## config.mk

```make
export PLATFORM = sky130hd
export DESIGN_NAME = display_arbiter_flat
export DESIGN_NICKNAME = d
export VERILOG_FILES = /design/src/rtl/display_arbiter_if.sv /design/src/rtl/display_arbiter.sv /design/src/flat_wrapper.sv
export SDC_FILE = /design/constraint.sdc
export NUM_CORES = 1
export LEC_CHECK = 0
export CAP_MARGIN = 25
export CORE_MARGIN = 8
export CORE_UTILIZATION = 49
export DETAILED_ROUTE_END_ITERATION = 10
export GPL_ROUTABILITY_DRIVEN = 1
export HOLD_SLACK_MARGIN = 0.15
export PLACE_DENSITY = 0.87
export REMOVE_ABC_BUFFERS = 1
export SYNTH_ARGS = -nofsm -noshare
export SYNTH_HDL_FRONTEND = slang
export SYNTH_SLANG_ARGS = --single-unit
```

## constraint.sdc

```tcl
create_clock -name clock -period 5.02 [get_ports clock]
set_input_delay 1.004 -clock clock [delete_from_list [all_inputs] [get_ports clock]]
set_output_delay 1.004 -clock clock [all_outputs]
set_load 0.1 [all_outputs]
```

## src/rtl/display_arbiter_if.sv

```systemverilog
// Digit/control bundle between the clock controller and the display arbiter.
// The master side supplies time/alarm digits and UI levels; the slave side returns the display word.
interface display_arbiter_if;
  logic [31:0] time_bcd;
  logic [31:0] alarm_bcd;
  logic        view_alarm;
  logic        edit_en;
  logic        edit_src;
  logic [1:0]  edit_field;
  logic        alarm_ring;
  logic [31:0] BCD_out;
  logic [7:0]  blank;
  logic [1:0]  mode;

  modport master (
    output time_bcd, alarm_bcd, view_alarm, edit_en, edit_src, edit_field, alarm_ring,
    input  BCD_out, blank, mode
  );

  modport slave (
    input  time_bcd, alarm_bcd, view_alarm, edit_en, edit_src, edit_field, alarm_ring,
    output BCD_out, blank, mode
  );
endinterface

```

## src/rtl/display_arbiter.sv

```systemverilog
// Chooses which 8-digit BCD word drives the display (time, alarm view, set mode, ringing)
// and generates the blink blanking mask; all outputs registered.
module display_arbiter #(
  parameter int HALF_BLINK  = 25_000_000,
  parameter int VIEW_HALVES = 10
) (
  input logic               clock,
  input logic               reset,
  display_arbiter_if.slave  bus
);

  localparam int CW = (HALF_BLINK > 1) ? $clog2(HALF_BLINK) : 1;
  localparam int HW = (VIEW_HALVES > 1) ? $clog2(VIEW_HALVES + 1) : 1;
  localparam logic [CW-1:0] BLINK_LAST  = CW'(HALF_BLINK - 1);
  localparam logic [HW-1:0] HALVES_LAST = HW'(VIEW_HALVES - 1);

  typedef enum logic [1:0] {
    S_TIME = 2'd0,
    S_VIEW = 2'd1,
    S_EDIT = 2'd2,
    S_RING = 2'd3
  } state_e;

  state_e        state_q, state_d;
  logic [CW-1:0] blink_q, blink_d;
  logic [HW-1:0] half_q, half_d;
  logic          phase_q, phase_d;
  logic [1:0]    field_q;
  logic          src_q;
  logic          wrap, timeout, view_ok, restart, clear;
  logic [31:0]   bcd_d;
  logic [7:0]    blank_d;

  always_ff @(posedge clock or posedge reset) begin
    if (reset) begin
      state_q     <= S_TIME;
      blink_q     <= '0;
      half_q      <= '0;
      phase_q     <= 1'b0;
      field_q     <= '0;
      src_q       <= 1'b0;
      bus.BCD_out <= '0;
      bus.blank   <= '0;
      bus.mode    <= '0;
    end else begin
      state_q     <= state_d;
      blink_q     <= blink_d;
      half_q      <= half_d;
      phase_q     <= phase_d;
      field_q     <= bus.edit_field;
      src_q       <= bus.edit_src;
      bus.BCD_out <= bcd_d;
      bus.blank   <= blank_d;
      bus.mode    <= state_d;
    end
  end

  // Timeout fires on the wrap that would bring the half count to VIEW_HALVES.
  always_comb begin
    wrap    = (blink_q == BLINK_LAST);
    timeout = (state_q == S_VIEW) && wrap && (half_q == HALVES_LAST);
    view_ok = bus.view_alarm && ((state_q == S_TIME) || (state_q == S_VIEW));
    state_d = state_q;
    if (bus.alarm_ring)
      state_d = S_RING;
    else if (bus.edit_en)
      state_d = S_EDIT;
    else if (view_ok)
      state_d = S_VIEW;
    else if (timeout)
      state_d = S_TIME;
    else if ((state_q == S_RING) || (state_q == S_EDIT))
      state_d = S_TIME;
  end

  always_comb begin
    restart = (state_q == S_VIEW) && (state_d == S_VIEW) && bus.view_alarm;
    clear   = (state_d != state_q) || restart ||
              ((state_q == S_EDIT) && (state_d == S_EDIT) &&
               ((bus.edit_field != field_q) || (bus.edit_src != src_q)));
    blink_d = blink_q + CW'(1);
    half_d  = half_q;
    phase_d = phase_q;
    if (clear) begin
      blink_d = '0;
      half_d  = '0;
      phase_d = 1'b0;
    end else if (wrap) begin
      blink_d = '0;
      phase_d = ~phase_q;
      if (state_q == S_VIEW)
        half_d = half_q + HW'(1);
    end
  end

  // Output word follows the next state and next phase so it lands with mode.
  always_comb begin
    bcd_d   = bus.time_bcd;
    blank_d = '0;
    case (state_d)
      S_VIEW: bcd_d = bus.alarm_bcd;
      S_EDIT: begin
        bcd_d = bus.edit_src ? bus.alarm_bcd : bus.time_bcd;
        if (phase_d)
          blank_d = 8'h03 << {bus.edit_field, 1'b0};
      end
      S_RING: begin
        if (phase_d)
          blank_d = '1;
      end
      default: ;
    endcase
  end

endmodule

```

## src/flat_wrapper.sv

```systemverilog
// flat-port wrapper written by rule: the top's interface ports become plain ports
module display_arbiter_flat 
#(
  parameter int HALF_BLINK  = 25_000_000,
  parameter int VIEW_HALVES = 10
)
  (clock, reset, bus_time_bcd, bus_alarm_bcd, bus_view_alarm, bus_edit_en, bus_edit_src, bus_edit_field, bus_alarm_ring, bus_BCD_out, bus_blank, bus_mode);
  display_arbiter_if bus_i ();
  input logic clock;
  input logic reset;
  input wire logic [$bits(bus_i.time_bcd)-1:0] bus_time_bcd;
  input wire logic [$bits(bus_i.alarm_bcd)-1:0] bus_alarm_bcd;
  input wire logic [$bits(bus_i.view_alarm)-1:0] bus_view_alarm;
  input wire logic [$bits(bus_i.edit_en)-1:0] bus_edit_en;
  input wire logic [$bits(bus_i.edit_src)-1:0] bus_edit_src;
  input wire logic [$bits(bus_i.edit_field)-1:0] bus_edit_field;
  input wire logic [$bits(bus_i.alarm_ring)-1:0] bus_alarm_ring;
  output wire logic [$bits(bus_i.BCD_out)-1:0] bus_BCD_out;
  output wire logic [$bits(bus_i.blank)-1:0] bus_blank;
  output wire logic [$bits(bus_i.mode)-1:0] bus_mode;
  assign bus_i.time_bcd = bus_time_bcd;
  assign bus_i.alarm_bcd = bus_alarm_bcd;
  assign bus_i.view_alarm = bus_view_alarm;
  assign bus_i.edit_en = bus_edit_en;
  assign bus_i.edit_src = bus_edit_src;
  assign bus_i.edit_field = bus_edit_field;
  assign bus_i.alarm_ring = bus_alarm_ring;
  assign bus_BCD_out = bus_i.BCD_out;
  assign bus_blank = bus_i.blank;
  assign bus_mode = bus_i.mode;
  display_arbiter #(.HALF_BLINK(HALF_BLINK), .VIEW_HALVES(VIEW_HALVES)) u_core (.clock(clock), .reset(reset), .bus(bus_i));
endmodule
```

=== Word-level counts from Yosys, hierarchy flattened ===
Index checks and enable logic that the tools add are counted.

* Latch bits: 0
* Memories: 0
* RAM bits: 0
* Bits of input ports: 72
* ROM bits: 0
* Register bits: 75
* Word-level logic and storage cells: 56
* Output and inout port bits: 42

* Add/subtract/negate cells: 2
* Div/mod/pow operators: 0
* Multiplexer cells: 17
* Bitwise gates (word level): 1
* Shift-type cells: 1
* Equality and inequality tests: 11
* $lt $le $gt $ge: 0
* Reductions and logical operators: 16
* Multipliers: 0

{| class="wikitable"
|+ Operator list
! cell !! number
|-
| case mux 32 bit (2 select lines) || 1
|-
| two-way mux 25 bit || 2
|-
| two-way mux 32 bit || 1
|-
| adder 25 x 1 -> 25 bit (second input constant) || 1
|-
| equality test 25 bit (second input constant) || 1
|-
| two-way mux 8 bit || 2
|-
| case mux 8 bit (2 select lines) || 1
|-
| two-way mux 4 bit || 3
|-
| two-way mux 2 bit || 5
|-
| equality test 2 bit (second input constant) || 4
|-
| left shift 2 x 3 -> 8 bit (first input constant) || 1
|-
| logical AND 1 bit || 7
|-
| logical OR 1 bit || 5
|-
| adder 4 x 1 -> 4 bit (second input constant) || 1
|-
| equality test 2 x 1 -> 1 bit (second input constant) || 2
|-
| equality test 4 bit (second input constant) || 1
|-
| inequality test 2 bit || 2
|-
| nonzero test 2 bit || 2
|-
| logical NOT 2 bit || 1
|-
| two-way mux 1 bit || 2
|-
| AND reduction 2 bit || 1
|-
| inequality test 1 bit || 1
|-
| inverter 1 bit || 1
|}

=== Depth between registers and ports, before layout ===
Gate-level depths: netlist of the first run.

* Depth in word-level cells: 15
* Gate-level depth with buffers: 11

=== Least setup slack after synthesis of the first run ===
OpenSTA, ideal clock, no wires.

* Path type: flip-flop to flip-flop
* From: register, netlist name u_core.bus.mode[1]
* To: register u_core.blink_q[10]
* Buffers on the path: 1
* Arrival: 2.821 ns
* Setup time: 0.136 ns
* Cell stages (with the launch flop): 11
* Clock period less this slack: 2.957 ns
* Slack: 2.063 ns
* Cells stage by stage: dfrtp_1 nor2_1 nand2_1 a31oi_1 a211oi_1 ha_1 nor2b_1 o2bb2ai_1 o22ai_1 clkbuf_1 nor3_1

{| class="wikitable"
|+ RTL lines
! element !! line !! source
|-
| end signal: assignment || display_arbiter.sv:47 || <nowiki>blink_q <= blink_d;</nowiki>
|-
| end: declaration || display_arbiter.sv:25 || <nowiki>logic [CW-1:0] blink_q, blink_d;</nowiki>
|}

=== Worst setup path in the final report of the first run ===
* From: input bus_edit_en
* To: register u_core.blink_q[14]

* Cells in the longest elaborated chain, start to end: 8
* Elaborated cells on any way between the ends: 12
* Classes of those cells: 3 x eq/ne; 3 x mux; 6 x reduce/logical

{| class="wikitable"
|+ Ends and longest elaborated chain
! element !! line !! source
|-
| start: declaration || flat_wrapper.sv:14 || <nowiki>input wire logic [$bits(bus_i.edit_en)-1:0] bus_edit_en;</nowiki>
|-
| two-way mux 2 bit * || display_arbiter.sv:66 || <nowiki>else if (bus.edit_en)</nowiki>
|-
| two-way mux 2 bit * || display_arbiter.sv:64 || <nowiki>if (bus.alarm_ring)</nowiki>
|-
| equality test 2 x 1 -> 1 bit || display_arbiter.sv:77 || <nowiki>restart = (state_q == S_VIEW) && (state_d == S_VIEW) && bus.view_alarm;</nowiki>
|-
| logical AND 1 bit (2 in series) || display_arbiter.sv:77 ||
|-
| logical OR 1 bit || display_arbiter.sv:78 || <nowiki>clear = (state_d != state_q) || restart ||</nowiki>
|-
| logical OR 1 bit * || display_arbiter.sv:78 ||
|-
| two-way mux 25 bit * || display_arbiter.sv:84 || <nowiki>if (clear) begin</nowiki>
|-
| named net u_core.blink_d[14] || display_arbiter.sv:25 ||
|}

The timed path passes the listed nets; every way through them passes the cells marked *.
A chain may end at the register's enable or synchronous reset.

==> results.tsv, run 1 <==
stage	metric	value	unit
setup_path	start_kind	primary input	
setup_path	max_stage_delay	0.45	ns
timing	finalSetupViolCount	0	
route	drtAntennaViolNets	0	
timing	finalHoldViolations	0	
finish	final_core_util	0.700	
floorplanning	io_pins	114	
timing	fin_crit_sh	0.631	
finish	layout-drive-gt1-share	0.0667	
synthesis	async_reset_ff_frac	1.00	
global_routing	grt_pass1_vias	2962	
timing	tightest_slew	1.05	ns
global_routing	grt_overflow_total	0	
setup_path	worstPathArrival	3.40	ns
synthesis	yosys_warnings	0	
placed_design	gp_congestion	0.816	
floorplanning	core	6640	sq um
placed_design	place_area	4470	sq um
placed_design	portBuffers	113	
power_and_ir_drop	p_leak	1.88	nW
synthesis	ys_seq_elements	71	
setup_path	worstSetupPathType	in2reg	
clock_network	ctsResizeCount	0	
finish	n_antenna_cell	0	
setup_path	endpoint_kind	flip-flop	
finish	stdcell_area	4650	sq um
synthesis	synthCells	294	
setup_path	worstPathRequired	5.26	ns
finish	final_common_cell	clkdlybuf4s50_1	
finish	stdcell_count	485	
floorplanning	row_count	30	
timing	drv_slew	0	
synthesis	netlist.area_leader.share	0.540	
finish	syn_to_final_growth	41.4	%
route	routed_wl	9320	um
timing	whs	0.492	ns
global_routing	grt_pass1_wl	15000	um
hold_path	whs_path_depth	1	
global_routing	antenna_found_initial	0	
setup_path	crit_top_cell	a211oi_1	
clock_network	htreeDepth	3	
route	drc	0	
timing	setup_ws	1.85	ns
route	via_per_inst	5.78	
timing	slew_headroom	0.295	
finish	fin_nets	480	
synthesis	synth_area_leaders	dfrtp_1 (54%), a22o_1 (8.5%), a211oi_1 (3.7%)	
clock_network	cts_made_buffers	9	
synthesis	synth_edf_count	0	
synthesis	yosys_most_used_dff	dfrtp_1	
setup_path	cp_num_buf_inv	2	
synthesis	synth-seq-area-share	0.540	
setup_path	cp_cell_sequence	clkdlybuf4s50_1 > nor2_1 > nand2_1 > a31oi_1 > a211oi_1 > ha_1 > nor2b_1 > o2bb2ai_1 > o22ai_2 > buf_4 > a211oi_1	
synthesis	yosys.area.top_type	dfrtp_1	
floorplanning	fp.dieH	97.9	um
clock_network	cts.path.max_buffers	2	
placed_design	place_ws	1.51	ns
placed_design	place_inst	471	
floorplanning	initial_core_util	0.495	
placed_design	dpl.hpwl	7090	um
floorplanning	die_area	9590	sq um
power_and_ir_drop	power_density	330	nW/um^2
finish	layout_common_cells	clkdlybuf4s50_1 (113), dfrtp_1 (71), a22o_1 (32)	
power_and_ir_drop	total_power	1.53	mW
hold_path	hold_class	reg2reg	
timing	fin_crit	3.17	ns
clock_network	holdBufCountCts	0	
setup_path	rr_worst_depth	11	
setup_path	cp_top_family	compound AO/OA/AOI/OAI gates	
setup_path	crit_fanout	34	
clock_network	clkTransAtPathRegs	0.07	ns
route	drt-initial-drc-count	161	
power_and_ir_drop	ir_drop	0.000218	V
clock_network	cts_tree	done	
synthesis	synth_cell_type_count	44	
floorplanning	die_w	97.9	um
clock_network	clock-sinks	71	
global_routing	grt_max_degree	46	
timing	fmax	316	MHz
setup_path	r2r_slack	1.98	ns
route	wl_per_cell	19.2	um
timing	rsz0062_at_grt	false	
setup_path	worst-path-stages	11	
route	drt_pass1_iterations	4	
setup_path	cp_slowest_cell	clkdlybuf4s50_1	
clock_network	clock_latency	0.34	ns
clock_network	post_cts_buffers	0	
timing	setup_tns	0	ns
synthesis	syn_area	3290	sq um
timing	skew	0.00788	ns
synthesis	avgSynthCellArea	11.2	sq um
job	drv_cap	0	
status	status	complete, no violations	
clock_network	root_buffer	clkbuf_8	
route	vias	2802	
global_routing	track_usage	0.198	
==> final timing paths <==
path / endpoint / start
hold reg to reg: u_core.half_q[3] / u_core.half_q[3]
min in group asynchronous: u_core.src_q / reset
hold / removal: u_core.half_q[3] / u_core.half_q[3]
setup / recovery: u_core.blink_q[14] / bus_edit_en
setup reg to reg: u_core.blink_q[10] / u_core.blink_q[0]
max in group asynchronous: u_core.bus.BCD_out[1] / reset
==> cells by family (layout without fill, tap and decap cells) <==
kind of cell             after synthesis  in the layout  synth area share
XOR/XNOR                              15             15            0.0399
adder cells (fa/ha/maj)                6              6            0.0228
flip-flops                            71             71             0.540
AO/OA/AOI/OAI                         86             86             0.192
AND/OR/NAND/NOR                       88             88             0.166
buffers and inverters                 28            139            0.0388
==> synthesized netlist by cell type (all sizes together), types with 2 or more instances <==
library cell and instances:
nor3 13, nand2 11, ha 6, xor2 11
a311oi 2, nand3 11, or3 11, clkbuf 10
nand4 10, or4 2, xnor2 4, buf 10
a21oi 6, inv 8, o21ai 15, a22o 32
and4 4, a31oi 7, dfrtp 71, and3 4
nor3b 3, and2 3, nor2 2, nor4b 2
o31ai 2, nor2b 3, a211oi 17, or4b 2
==> routing by layer <==
layer / wire length [um] / GRT usage / part of all wire / up-vias
met5: 0 / 0 / 0 / -
met4: 97 / 0.0624 / 0.010 / 0
met3: 1030 / 0.105 / 0.11 / 7
met2: 4730 / 0.339 / 0.51 / 106
met1: 3460 / 0.203 / 0.37 / 1360
li1: - / - / - / 1329
==> sequential cells by signal, summed over array words and instances (netlist names) <==
name	flops
u_core.blink_q	25
u_core.bus.BCD_out	32
u_core.bus.blank	4
u_core.bus.mode	2
u_core.field_q	2
u_core.half_q	4
u_core.phase_q	1
u_core.src_q	1
==> layout make-up <==
class / count / area (sq um)
multi-input combinational: 195 / 1400
clock inverter: 4 / 47.5
inverter: 8 / 30.0
clock buffer: 10 / 138
tap: 80 / 100
fill: 457 / 1990
timing repair buffer: 117 / 1160
sequential: 71 / 1780
==> report_power, final <==
part | leakage [nW] | switching, mW | internal [mW]
Sequential | 0.928 | 0.0121 | 0.606
Clock | 0.0940 | 0.212 | 0.236
Combinational | 0.862 | 0.329 | 0.138
Total | 1.88 | 0.553 | 0.979
Note: power is estimated with default switching activity, not from simulation.
==> run 2: changes to the inputs <==
--- a/config.mk
+++ b/config.mk
@@ -7,11 +7,11 @@
 export LEC_CHECK = 0
 export CAP_MARGIN = 25
 export CORE_MARGIN = 8
-export CORE_UTILIZATION = 49
+export CORE_UTILIZATION = 45
 export DETAILED_ROUTE_END_ITERATION = 10
 export GPL_ROUTABILITY_DRIVEN = 1
 export HOLD_SLACK_MARGIN = 0.15
-export PLACE_DENSITY = 0.87
+export PLACE_DENSITY = 0.81
 export REMOVE_ABC_BUFFERS = 1
 export SYNTH_ARGS = -nofsm -noshare
 export SYNTH_HDL_FRONTEND = slang
==> constraint.sdc (replaced) <==
create_clock -name clock -period 3.2 [get_ports clock]
set_input_delay 0.64 -clock clock [delete_from_list [all_inputs] [get_ports clock]]
set_output_delay 0.64 -clock clock [all_outputs]
set_load 0.1 [all_outputs]
==> results.tsv, run 2 (synthesized netlist as in run 1, its figures left out) <==
stage	metric	value	unit
setup_path	cp_slowest_cell	dfrtp_1	
setup_path	worst-path-stages	11	
timing	finalHoldViolations	0	
setup_path	r2r-start	u_core.blink_q[0]	
setup_path	crit_start	u_core.blink_q[0]	
setup_path	r2r_slack	0.34	ns
job	drv_cap	0	
global_routing	grt_pass1_wl	14700	um
route	wl_per_cell	18.2	um
setup_path	rr_worst_depth	11	
global_routing	grt_overflow_total	0	
finish	top_register	u_core.bus.BCD_out	
finish	fill_cells	568	
setup_path	worstSetupPathType	reg2reg	
global_routing	track_usage	0.185	
timing	finalSetupViolCount	0	
placed_design	gp_congestion	0.837	
floorplanning	io_pins	114	
clock_network	post_cts_buffers	0	
clock_network	clock-sinks	71	
setup_path	cp_num_buf_inv	1	
finish	n_antenna_cell	0	
route	drt_pass1_iterations	5	
setup_path	start_kind	flip-flop	
global_routing	antenna_found_initial	0	
setup_path	crit_path_end	u_core.blink_q[20]	
power_and_ir_drop	power_density	515	nW/um^2
floorplanning	core	7180	sq um
timing	drv_slew	0	
route	routed_wl	9240	um
finish	layout-drive-gt1-share	0.178	
global_routing	grt_max_degree	42	
finish	largest_reg_flops	32	
status	status	complete, no violations	
power_and_ir_drop	p_leak	1.97	nW
clock_network	cts_made_buffers	9	
setup_path	rr_endpoint	u_core.blink_q[20]	
route	drc	0	
floorplanning	die_area	10300	sq um
timing	slew_headroom	0.550	
hold_path	hold_class	reg2reg	
route	drtAntennaViolNets	0	
setup_path	max_stage_delay	0.39	ns
clock_network	clock_latency	0.34	ns
setup_path	worstPathRequired	3.43	ns
power_and_ir_drop	ir_drop	0.000311	V
finish	layout_common_cells	clkdlybuf4s50_1 (71), dfrtp_1 (71), buf_4 (47)	
clock_network	ctsResizeCount	0	
timing	rsz0062_at_grt	false	
timing	tightest_slew	0.674	ns
timing	setup_tns	0	ns
placed_design	dpl.hpwl	7070	um
route	vias	2779	
clock_network	htreeDepth	3	
floorplanning	die_w	101	um
setup_path	crit_fanout	26	
timing	fin_crit_sh	0.894	
timing	fin_crit	2.86	ns
floorplanning	fp.dieH	101	um
route	via_per_inst	5.46	
finish	fin_nets	483	
finish	largestRegisters	u_core.bus.BCD_out x32, u_core.blink_q x25	
setup_path	endpoint_kind	flip-flop	
setup_path	crit_top_cell	ha_1	
timing	fmax	350	MHz
setup_path	worstPathArrival	3.09	ns
placed_design	portBuffers	113	
clock_network	cts_tree	done	
clock_network	clkTransAtPathRegs	0.08	ns
floorplanning	initial_core_util	0.458	
hold_path	whs_path_depth	1	
clock_network	root_buffer	clkbuf_8	
finish	syn_to_final_growth	40.6	%
global_routing	grt_pass1_vias	2985	
route	drt-initial-drc-count	111	
setup_path	cp_cell_sequence	ha_1 > and2_1 > and4_1 > a31oi_1 > a211o_1 > ha_1 > nand3_1 > o2bb2ai_1 > o22ai_2 > buf_12 > a211oi_1	
timing	skew	0.00817	ns
clock_network	holdBufCountCts	0	
floorplanning	row_count	31	
clock_network	cts.path.max_buffers	2	
setup_path	cp_top_family	compound AO/OA/AOI/OAI gates	
timing	whs	0.495	ns
run 2: cell types whose count changed in the layout (fill, tap and decap cells not counted), sizes merged:
cell           previous run  this run
buf                       4        49
clkdlybuf4s50           113        71
clkbuf                   10        13
bufinv                    1         0
clkinv                    2         1
inv                       8         9
run 2: worst min-delay path by stage:
stage                           start           endpoint  slack (ns)
floorplan            u_core.half_q[3]   u_core.half_q[3]        0.45
global placement    u_core.blink_q[0]  u_core.blink_q[0]        0.48
detailed placement  u_core.blink_q[0]  u_core.blink_q[0]        0.49
CTS                 u_core.blink_q[0]  u_core.blink_q[0]        0.50
global route        u_core.blink_q[0]  u_core.blink_q[0]        0.54
finish              u_core.blink_q[0]  u_core.blink_q[0]        0.50
run 2: stage by stage:
step	area [sq um]	instances	util	worst slack, ns	power, mW
final	4630	509	0.645	0.340	2.38
after detailed placement	4430	493	0.618	0.105	1.71
after global placement	4430	493	0.618	0.347	1.71
after global routing	4630	509	0.645	0.121	2.47
after floorplan	3190	274	-	-0.486	1.47
after CTS	4630	509	0.645	0.354	2.39
run 2: metal layers:
layer / vias up / global-route usage / wire length, um
li1: 1340 / - / -
met2: 109 / 0.299 / 4410
met3: 8 / 0.100 / 1080
met5: - / 0 / 0
met1: 1322 / 0.198 / 3630
met4: 0 / 0.0756 / 119
run 2: cell type report:
type                            count  area [sq um]  share of cell area
Inverter                            8          30.0             0.00649
Timing Repair Buffer              120          1100               0.239
Clock buffer                       13           169              0.0365
Clock inverter                      3          25.0             0.00541
Multi-Input combinational cell    195          1400               0.302
Sequential cell                    71          1780               0.384
Tap cell                           99           124              0.0268
run 2: power by group:
group	switching, mW	internal [mW]	leakage, nW
combinational	0.514	0.205	0.945
sequential	0.0224	0.950	0.928
clock	0.340	0.350	0.0963
total	0.876	1.51	1.97
